## src/rtl/change_disp_pkg.sv

```systemverilog
`default_nettype none
// +--------------------------------------------------------------------------+
// | change_disp_pkg : shared types and constants for the change dispenser    |
// | Rev 1.0                                                                  |
// +--------------------------------------------------------------------------+
package change_disp_pkg;

  typedef enum logic [2:0] {
    ST_IDLE   = 3'd0,
    ST_SELECT = 3'd1,
    ST_PAY    = 3'd2,
    ST_DONE   = 3'd3,
    ST_SHORT  = 3'd4
  } state_e;

  localparam int unsigned DENOM_10 = 10;
  localparam int unsigned DENOM_5  = 5;
  localparam int unsigned DENOM_1  = 1;

  localparam logic [1:0] REFILL_SEL_10   = 2'd0;
  localparam logic [1:0] REFILL_SEL_5    = 2'd1;
  localparam logic [1:0] REFILL_SEL_1    = 2'd2;
  localparam logic [1:0] REFILL_SEL_NONE = 2'd3;

endpackage
`default_nettype wire

```

## src/rtl/change_dispenser_if.sv

```systemverilog
`default_nettype none
// +--------------------------------------------------------------------------+
// | change_dispenser_if : request, coin hopper, refill and inventory signals |
// | Rev 1.0                                                                  |
// +--------------------------------------------------------------------------+
interface change_dispenser_if #(
  parameter int AMT_W = 7,
  parameter int CNT_W = 8
);
  logic             req_valid;
  logic [AMT_W-1:0] req_amount;
  logic             req_ready;
  logic             coin_valid;
  logic [AMT_W-1:0] coin_value;
  logic             coin_ack;
  logic             done;
  logic [AMT_W-1:0] paid_total;
  logic             short;
  logic [AMT_W-1:0] short_amount;
  logic             refill_valid;
  logic [1:0]       refill_sel;
  logic [CNT_W-1:0] refill_count;
  logic [CNT_W-1:0] inv_c10;
  logic [CNT_W-1:0] inv_c5;
  logic [CNT_W-1:0] inv_c1;

  modport master (
    output req_valid, req_amount, coin_ack, refill_valid, refill_sel, refill_count,
    input  req_ready, coin_valid, coin_value, done, paid_total, short, short_amount,
    input  inv_c10, inv_c5, inv_c1
  );

  modport slave (
    input  req_valid, req_amount, coin_ack, refill_valid, refill_sel, refill_count,
    output req_ready, coin_valid, coin_value, done, paid_total, short, short_amount,
    output inv_c10, inv_c5, inv_c1
  );
endinterface
`default_nettype wire

```

## src/rtl/change_dispenser_denom_select.sv

```systemverilog
`default_nettype none
// +--------------------------------------------------------------------------+
// | denom_select : greedy choice of the largest payable denomination         |
// | Rev 1.0                                                                  |
// +--------------------------------------------------------------------------+
module denom_select
  import change_disp_pkg::*;
#(
  parameter int AMT_W = 7
) (
  input  logic [AMT_W-1:0] remaining,
  input  logic             has_10,
  input  logic             has_5,
  input  logic             has_1,
  output logic             found,
  output logic [AMT_W-1:0] denom
);

  always_comb begin
    found = 1'b0;
    denom = '0;
    if (has_10 && remaining >= AMT_W'(DENOM_10)) begin
      found = 1'b1;
      denom = AMT_W'(DENOM_10);
    end else if (has_5 && remaining >= AMT_W'(DENOM_5)) begin
      found = 1'b1;
      denom = AMT_W'(DENOM_5);
    end else if (has_1 && remaining >= AMT_W'(DENOM_1)) begin
      found = 1'b1;
      denom = AMT_W'(DENOM_1);
    end
  end

endmodule
`default_nettype wire

```

## src/rtl/change_dispenser.sv

```systemverilog
`default_nettype none
// +--------------------------------------------------------------------------+
// | change_dispenser : greedy 10/5/1 coin payout engine with hopper stock.   |
// | CHANGE_DISP_INVENTORY_EN enables inventory tracking, refill and SHORT.   |
// | Rev 1.0                                                                  |
// +--------------------------------------------------------------------------+
module change_dispenser
  import change_disp_pkg::*;
#(
  parameter int AMT_W    = 7,
  parameter int CNT_W    = 8,
  parameter int INIT_C10 = 8,
  parameter int INIT_C5  = 8,
  parameter int INIT_C1  = 8
) (
  input  logic               clk,
  input  logic               reset,
  change_dispenser_if.slave  bus
);

  state_e           state_q, state_d;
  logic [AMT_W-1:0] remaining_q, remaining_d;
  logic [AMT_W-1:0] paid_q, paid_d;
  logic [AMT_W-1:0] coin_value_q, coin_value_d;
  logic             has_10, has_5, has_1;
  logic             sel_found;
  logic [AMT_W-1:0] sel_denom;

  denom_select #(.AMT_W(AMT_W)) u_denom_select (
    .remaining (remaining_q),
    .has_10    (has_10),
    .has_5     (has_5),
    .has_1     (has_1),
    .found     (sel_found),
    .denom     (sel_denom)
  );

  always_ff @(posedge clk) begin
    if (reset) begin
      state_q      <= ST_IDLE;
      remaining_q  <= '0;
      paid_q       <= '0;
      coin_value_q <= '0;
    end else begin
      state_q      <= state_d;
      remaining_q  <= remaining_d;
      paid_q       <= paid_d;
      coin_value_q <= coin_value_d;
    end
  end

  always_comb begin
    state_d      = state_q;
    remaining_d  = remaining_q;
    paid_d       = paid_q;
    coin_value_d = coin_value_q;
    case (state_q)
      ST_IDLE: begin
        if (bus.req_valid) begin
          remaining_d = bus.req_amount;
          paid_d      = '0;
          state_d     = (bus.req_amount == '0) ? ST_DONE : ST_SELECT;
        end
      end
      ST_SELECT: begin
        if (sel_found) begin
          coin_value_d = sel_denom;
          state_d      = ST_PAY;
        end else begin
          state_d = ST_SHORT;
        end
      end
      ST_PAY: begin
        if (bus.coin_ack) begin
          remaining_d = remaining_q - coin_value_q;
          paid_d      = paid_q + coin_value_q;
          state_d     = (remaining_d == '0) ? ST_DONE : ST_SELECT;
        end
      end
      ST_DONE:  state_d = ST_IDLE;
      ST_SHORT: state_d = ST_IDLE;
      default:  state_d = ST_IDLE;
    endcase
  end

  // Outputs are forced low combinationally so a reset withdraws the coin at once.
  assign bus.req_ready  = !reset && (state_q == ST_IDLE);
  assign bus.coin_valid = !reset && (state_q == ST_PAY);
  assign bus.coin_value = reset ? '0 : coin_value_q;
  assign bus.done       = !reset && (state_q == ST_DONE);
  assign bus.paid_total = reset ? '0 : paid_q;

`ifdef CHANGE_DISP_INVENTORY_EN
  logic [CNT_W-1:0] c10_q, c10_d, c5_q, c5_d, c1_q, c1_d;
  logic             add_10, add_5, add_1;
  logic             pay_ack;

  // Refill and payout of the same denomination combine, then clamp at full scale.
  function automatic logic [CNT_W-1:0] inv_next(input logic [CNT_W-1:0] cnt,
                                                input logic             add_en,
                                                input logic [CNT_W-1:0] add,
                                                input logic             dec);
    logic [CNT_W:0] sum;
    sum = {1'b0, cnt} + (add_en ? {1'b0, add} : '0) - {{CNT_W{1'b0}}, dec};
    return sum[CNT_W] ? '1 : sum[CNT_W-1:0];
  endfunction

  assign pay_ack = (state_q == ST_PAY) && bus.coin_ack;

  always_comb begin
    add_10 = 1'b0;
    add_5  = 1'b0;
    add_1  = 1'b0;
    case (bus.refill_sel)
      REFILL_SEL_10:   add_10 = bus.refill_valid;
      REFILL_SEL_5:    add_5  = bus.refill_valid;
      REFILL_SEL_1:    add_1  = bus.refill_valid;
      REFILL_SEL_NONE: ;
    endcase
    c10_d = inv_next(c10_q, add_10, bus.refill_count, pay_ack && coin_value_q == AMT_W'(DENOM_10));
    c5_d  = inv_next(c5_q,  add_5,  bus.refill_count, pay_ack && coin_value_q == AMT_W'(DENOM_5));
    c1_d  = inv_next(c1_q,  add_1,  bus.refill_count, pay_ack && coin_value_q == AMT_W'(DENOM_1));
  end

  always_ff @(posedge clk) begin
    if (reset) begin
      c10_q <= CNT_W'(INIT_C10);
      c5_q  <= CNT_W'(INIT_C5);
      c1_q  <= CNT_W'(INIT_C1);
    end else begin
      c10_q <= c10_d;
      c5_q  <= c5_d;
      c1_q  <= c1_d;
    end
  end

  assign has_10           = (c10_q != '0);
  assign has_5            = (c5_q  != '0);
  assign has_1            = (c1_q  != '0);
  assign bus.inv_c10      = c10_q;
  assign bus.inv_c5       = c5_q;
  assign bus.inv_c1       = c1_q;
  assign bus.short        = !reset && (state_q == ST_SHORT);
  assign bus.short_amount = bus.short ? remaining_q : '0;
`else
  logic unused_refill;

  assign has_10           = 1'b1;
  assign has_5            = 1'b1;
  assign has_1            = 1'b1;
  assign bus.inv_c10      = '0;
  assign bus.inv_c5       = '0;
  assign bus.inv_c1       = '0;
  assign bus.short        = 1'b0;
  assign bus.short_amount = '0;
  assign unused_refill    = &{1'b0, bus.refill_valid, bus.refill_sel, bus.refill_count,
                              REFILL_SEL_10, REFILL_SEL_5, REFILL_SEL_1, REFILL_SEL_NONE};
`endif

endmodule
`default_nettype wire

```

## src/flat_wrapper.sv

```systemverilog
// flat-port wrapper written by rule: the top's interface ports become plain ports
module change_dispenser_flat import change_disp_pkg::*;
#(
  parameter int AMT_W    = 7,
  parameter int CNT_W    = 8,
  parameter int INIT_C10 = 8,
  parameter int INIT_C5  = 8,
  parameter int INIT_C1  = 8
)
  (clk, reset, bus_req_valid, bus_req_amount, bus_coin_ack, bus_refill_valid, bus_refill_sel, bus_refill_count, bus_req_ready, bus_coin_valid, bus_coin_value, bus_done, bus_paid_total, bus_short, bus_short_amount, bus_inv_c10, bus_inv_c5, bus_inv_c1);
  change_dispenser_if #(.AMT_W(AMT_W), .CNT_W(CNT_W)) bus_i ();
  input  logic clk;
  input  logic reset;
  input wire logic [$bits(bus_i.req_valid)-1:0] bus_req_valid;
  input wire logic [$bits(bus_i.req_amount)-1:0] bus_req_amount;
  input wire logic [$bits(bus_i.coin_ack)-1:0] bus_coin_ack;
  input wire logic [$bits(bus_i.refill_valid)-1:0] bus_refill_valid;
  input wire logic [$bits(bus_i.refill_sel)-1:0] bus_refill_sel;
  input wire logic [$bits(bus_i.refill_count)-1:0] bus_refill_count;
  output wire logic [$bits(bus_i.req_ready)-1:0] bus_req_ready;
  output wire logic [$bits(bus_i.coin_valid)-1:0] bus_coin_valid;
  output wire logic [$bits(bus_i.coin_value)-1:0] bus_coin_value;
  output wire logic [$bits(bus_i.done)-1:0] bus_done;
  output wire logic [$bits(bus_i.paid_total)-1:0] bus_paid_total;
  output wire logic [$bits(bus_i.short)-1:0] bus_short;
  output wire logic [$bits(bus_i.short_amount)-1:0] bus_short_amount;
  output wire logic [$bits(bus_i.inv_c10)-1:0] bus_inv_c10;
  output wire logic [$bits(bus_i.inv_c5)-1:0] bus_inv_c5;
  output wire logic [$bits(bus_i.inv_c1)-1:0] bus_inv_c1;
  assign bus_i.req_valid = bus_req_valid;
  assign bus_i.req_amount = bus_req_amount;
  assign bus_i.coin_ack = bus_coin_ack;
  assign bus_i.refill_valid = bus_refill_valid;
  assign bus_i.refill_sel = bus_refill_sel;
  assign bus_i.refill_count = bus_refill_count;
  assign bus_req_ready = bus_i.req_ready;
  assign bus_coin_valid = bus_i.coin_valid;
  assign bus_coin_value = bus_i.coin_value;
  assign bus_done = bus_i.done;
  assign bus_paid_total = bus_i.paid_total;
  assign bus_short = bus_i.short;
  assign bus_short_amount = bus_i.short_amount;
  assign bus_inv_c10 = bus_i.inv_c10;
  assign bus_inv_c5 = bus_i.inv_c5;
  assign bus_inv_c1 = bus_i.inv_c1;
  change_dispenser #(.AMT_W(AMT_W), .CNT_W(CNT_W), .INIT_C10(INIT_C10), .INIT_C5(INIT_C5), .INIT_C1(INIT_C1)) u_core (.clk(clk), .reset(reset), .bus(bus_i));
endmodule
```

## config.mk

```make
export PLATFORM = sky130hd
export DESIGN_NAME = change_dispenser_flat
export DESIGN_NICKNAME = d
export VERILOG_FILES = /design/src/rtl/change_disp_pkg.sv /design/src/rtl/change_dispenser_if.sv /design/src/rtl/change_dispenser_denom_select.sv /design/src/rtl/change_dispenser.sv /design/src/flat_wrapper.sv
export SDC_FILE = /design/constraint.sdc
export NUM_CORES = 1
export LEC_CHECK = 0
export BUFFER_PORTS_ARGS = -buffer_cell sky130_fd_sc_hd__clkbuf_2
export CORE_ASPECT_RATIO = 1.5
export CORE_MARGIN = 3
export CORE_UTILIZATION = 44
export CTS_BUF_LIST = sky130_fd_sc_hd__clkbuf_2
export CTS_CLUSTER_DIAMETER = 100
export DETAILED_ROUTE_END_ITERATION = 7
export GPL_TIMING_DRIVEN = 0
export PLACE_DENSITY_LB_ADDON = 0.12
export SETUP_SLACK_MARGIN = 0.4
export SYNTH_ARGS = -nofsm -noshare
export SYNTH_HDL_FRONTEND = slang
export SYNTH_HIERARCHICAL = 1
export SYNTH_SLANG_ARGS = --single-unit
export TNS_END_PERCENT = 30
```

## constraint.sdc

```tcl
create_clock -name clk -period 2.66 [get_ports clk]
set_clock_uncertainty 0.05 [all_clocks]
set_input_delay 0.532 -clock clk [delete_from_list [all_inputs] [get_ports clk]]
set_output_delay 0.532 -clock clk [all_outputs]
set_load 0.1 [all_outputs]
```

==> results by group <==
Layout
  – Filler instances: 467
  – Share of cells above drive strength 1: 32.8%
  – Synth-to-Final Area Change: 22.9%
  – Nets: 363
  – Fin util: 57.2%
  – Area of the multi-input gates: 1490 um^2
  – ANT cells: 0
  – Register area: 482 um^2

Timing
  – Worst slew pin tran: 0.707 ns
  – Final slew viol count: 0
  – Hold Fails Final Rpt: 0
  – Period utilization: 84.3%
  – Slew HR: 52.5%
  – Final setup fails: 0
  – Min cycle time layout: 2.24 ns
  – Setup_tns: 0 ns
  – Fmax: 446 MHz
  – Unrepaired setup endpoints after global routing: yes

Place
  – I/O Buffers: 26
  – GPL Wtd Cong: 0.855
  – DPL Wire Length: 4030 um

Run
  – Max capacitance violation total: 0

Setup path
  – Slowest Stage Delay on Critical Path: 0.37 ns
  – Crit start category: primary input
  – Crit path kind: in2out
  – WP buf/inv: 4
  – Worst-path fanout max: 10
  – Top cell by count, worst path: clkbuf_4
  – Cell family with most CP delay: buffers and inverters
  – Worst Setup End Kind: output port
  – Req. time, crit path: 2.08 ns
  – Critical path cell sequence: clkbuf_4 -> clkbuf_8 -> buf_6 -> nor4_4 -> clkbuf_4
  – Slowest library cell on the worst path: clkbuf_4
  – Worst EP arrival: 1.66 ns

GRT
  – Vias in the first global route: 1,769
  – First-pass GRT wire length: 8130 um
  – Grt met3 use: 1.72%
  – Initial antenna violation count: 0
  – Met2 global-route usage: 33.0%
  – Grt ovf: 0
  – Met1 Use GR: 19.1%
  – Largest net degree at the start of global routing: 14
  – Most used routing layer: met2
  – Gr usage total: 17.4%

Clocking
  – CTS clock-pin slew for the worst setup and hold paths: 0.24 ns
  – CTS tree: yes
  – H-tree depth: 1
  – Clock sinks: 24
  – Clk buf depth: 2
  – # Post-CTS Setup Buffers: 0
  – CTS Root Cell: clkbuf_2
  – CTS buffer count: 3
  – Worst skew pair latency: 0.35 ns
  – Hold-fix buffers, CTS: 0

Logic synthesis
  – Primary FF master, synth: dfxtp_1
  – Ys Warns: 6
  – Area leader, netlist: dfxtp_1
  – Post-Synthesis Cell Area: 2150 um^2
  – Mapped Cells: 257
  – Top-area cell type share of the netlist area: 22.3%
  – Flops & latches, synth: 24
  – Syn_area_per_cell: 8.37 um^2
  – Synth area leaders: dfxtp_1 22%, buf_4 13%, ha_1 7.0%
  – Number of library cell types mapped by synthesis: 60
  – Sequential area share after synthesis: 22.3%
  – Post-synth EDFFs: 0
  – FFs w/ async S/R, synth: 0%

Floorplanning
  – Die width: 63.1 um
  – Core Region: 4620 um^2
  – Initial Utilization: 46.6%
  – I/O Pins: 71
  – Die Span Y: 91.6 um
  – Row cnt: 30
  – DIE AREA: 5780 um^2

Detailed routing
  – 1st-iter DRT viols: 33
  – Vias per inst: 4.74
  – Drt first pass iters: 4
  – Antenna Violating Nets Remaining: 0
  – Drt total wl: 4880 um
  – Post-route DRC: 0
  – Routed wire length per instance: 12.5 um
  – Total number of vias: 1,850

Power and ir drop
  – Pwr per Cell Area: 448 nW/um^2
  – LEAKAGE: 1.29 nW
  – Max VDD drop: 0.271 mV

Worst hold path
  – Hold Path Class: in2reg

Outcome
  – Status: complete, no violations
-- worst paths after layout --
path,start,end,slack [ns],depth (start not counted)
worst max-delay path,reset,bus_req_ready,0.42,5
worst min-delay path,bus_req_amount[5],u_core/remaining_q[5],0.41,3
worst max register to register,u_core/remaining_q[0],u_core/state_q[1],0.54,8
worst min register to register,u_core/remaining_q[0],u_core/remaining_q[0],0.44,2
-- cells in the mapped netlist (3+ instances only) --
cell	count
and3_1	5
a21oi_1	7
buf_4	37
nor2_1	27
a22o_1	4
ha_1	12
a211oi_1	4
buf_6	4
nor4_1	4
xor2_1	4
dfxtp_1	24
nor2b_1	10
inv_1	13
nor3_1	8
nand2_1	13
o221ai_1	3
mux2i_1	9
nand3b_1	3
a21o_1	4
conb_1	3
o21ai_0	9
-- final cells by class --
class                   instances  share of cell area, %
clock inverters                 1                  0.142
inverters                      13                   1.85
clock buffers                   3                  0.568
flip-flops and latches         24                   18.2
well taps                      64                   3.03
repair buffers                 26                   5.68
plain buffers                  47                   14.0
multi-input cells             212                   56.5
-- cells by family after synthesis --
logic type	count (synthesis)	synth area share, %
other cells	3	0.524
flops	24	22.3
fa+ha+maj	14	8.84
simple gates	89	23.5
buf+inv	60	18.5
compound gates	52	19.3
xor+xnor	6	2.79
mux	9	4.19
-- through the flow --
| step | hold slack, ns | area (um^2) | total power [mW] | std cells | setup slack (ns) |
|---|---|---|---|---|---|
| finish | 0.408 | 2640 | 1.18 | 390 | 0.419 |
| global route | 0.392 | 2640 | 1.25 | 390 | 0.358 |
| CTS | 0.386 | 2620 | 1.19 | 390 | 0.334 |
| detailed placement | 0.431 | 2590 | 1.04 | 386 | 0.285 |
| global placement | 0.429 | 2590 | 1.03 | 386 | 0.294 |
| floorplan | 0.404 | 2380 | 0.955 | 296 | 0.000222 |
-- where the power goes --
group / internal, mW / leakage [nW] / switching [mW]
registers: 0.381 / 0.196 / 0.0313
clock network: 0.0327 / 0.0140 / 0.116
logic: 0.194 / 1.08 / 0.429
total: 0.607 / 1.29 / 0.577
-- state kept, by name, indices dropped and copies added (netlist names) --
register / count
u_core/coin_value_q: 7
u_core/remaining_q: 7
u_core/state_q: 3
u_core/paid_q: 7
-- tightest hold or removal path, cell delays in order --
cell and delay [ns]:
clkbuf_2 0.09, nor2_1 0.11, o41ai_2 0.07
-- timing repair --
item | 4_1_cts | 5_1_grt
gates resized for setup | 2 | 15
hold endpoints to repair | 0 | 0
pin swaps | 0 | 1
endpoints found under the setup margin | 8 | 13
-- placed cells by master, fill, tap and decap left out, types with 3 or more instances in the layout --
| cell type | n |
|---|---|
| a211oi_1 | 4 |
| a21o_1 | 4 |
| a21oi_1 | 7 |
| a22o_1 | 4 |
| and3_1 | 5 |
| buf_2 | 3 |
| buf_4 | 37 |
| buf_6 | 5 |
| clkbuf_2 | 21 |
| clkbuf_4 | 9 |
| conb_1 | 42 |
| dfxtp_1 | 23 |
| ha_1 | 12 |
| inv_1 | 13 |
| mux2i_1 | 9 |
| nand2_1 | 13 |
| nand3b_1 | 3 |
| nor2_1 | 21 |
| nor2_4 | 6 |
| nor2b_1 | 7 |
| nor2b_2 | 3 |
| nor3_1 | 8 |
| nor4_1 | 3 |
| o21ai_0 | 9 |
| xor2_1 | 4 |
-- routing by layer --
layer  part of all wire [%]  routed length, um  vias to the layer above
met4                    1.7                 81                        0
met2                     55               2700                       39
li1                       -                  -                      961
met1                     39               1920                      842
met3                    3.6                176                        8
met5                      0                  0                        -
No activity file was read; power rests on OpenSTA's default activity.
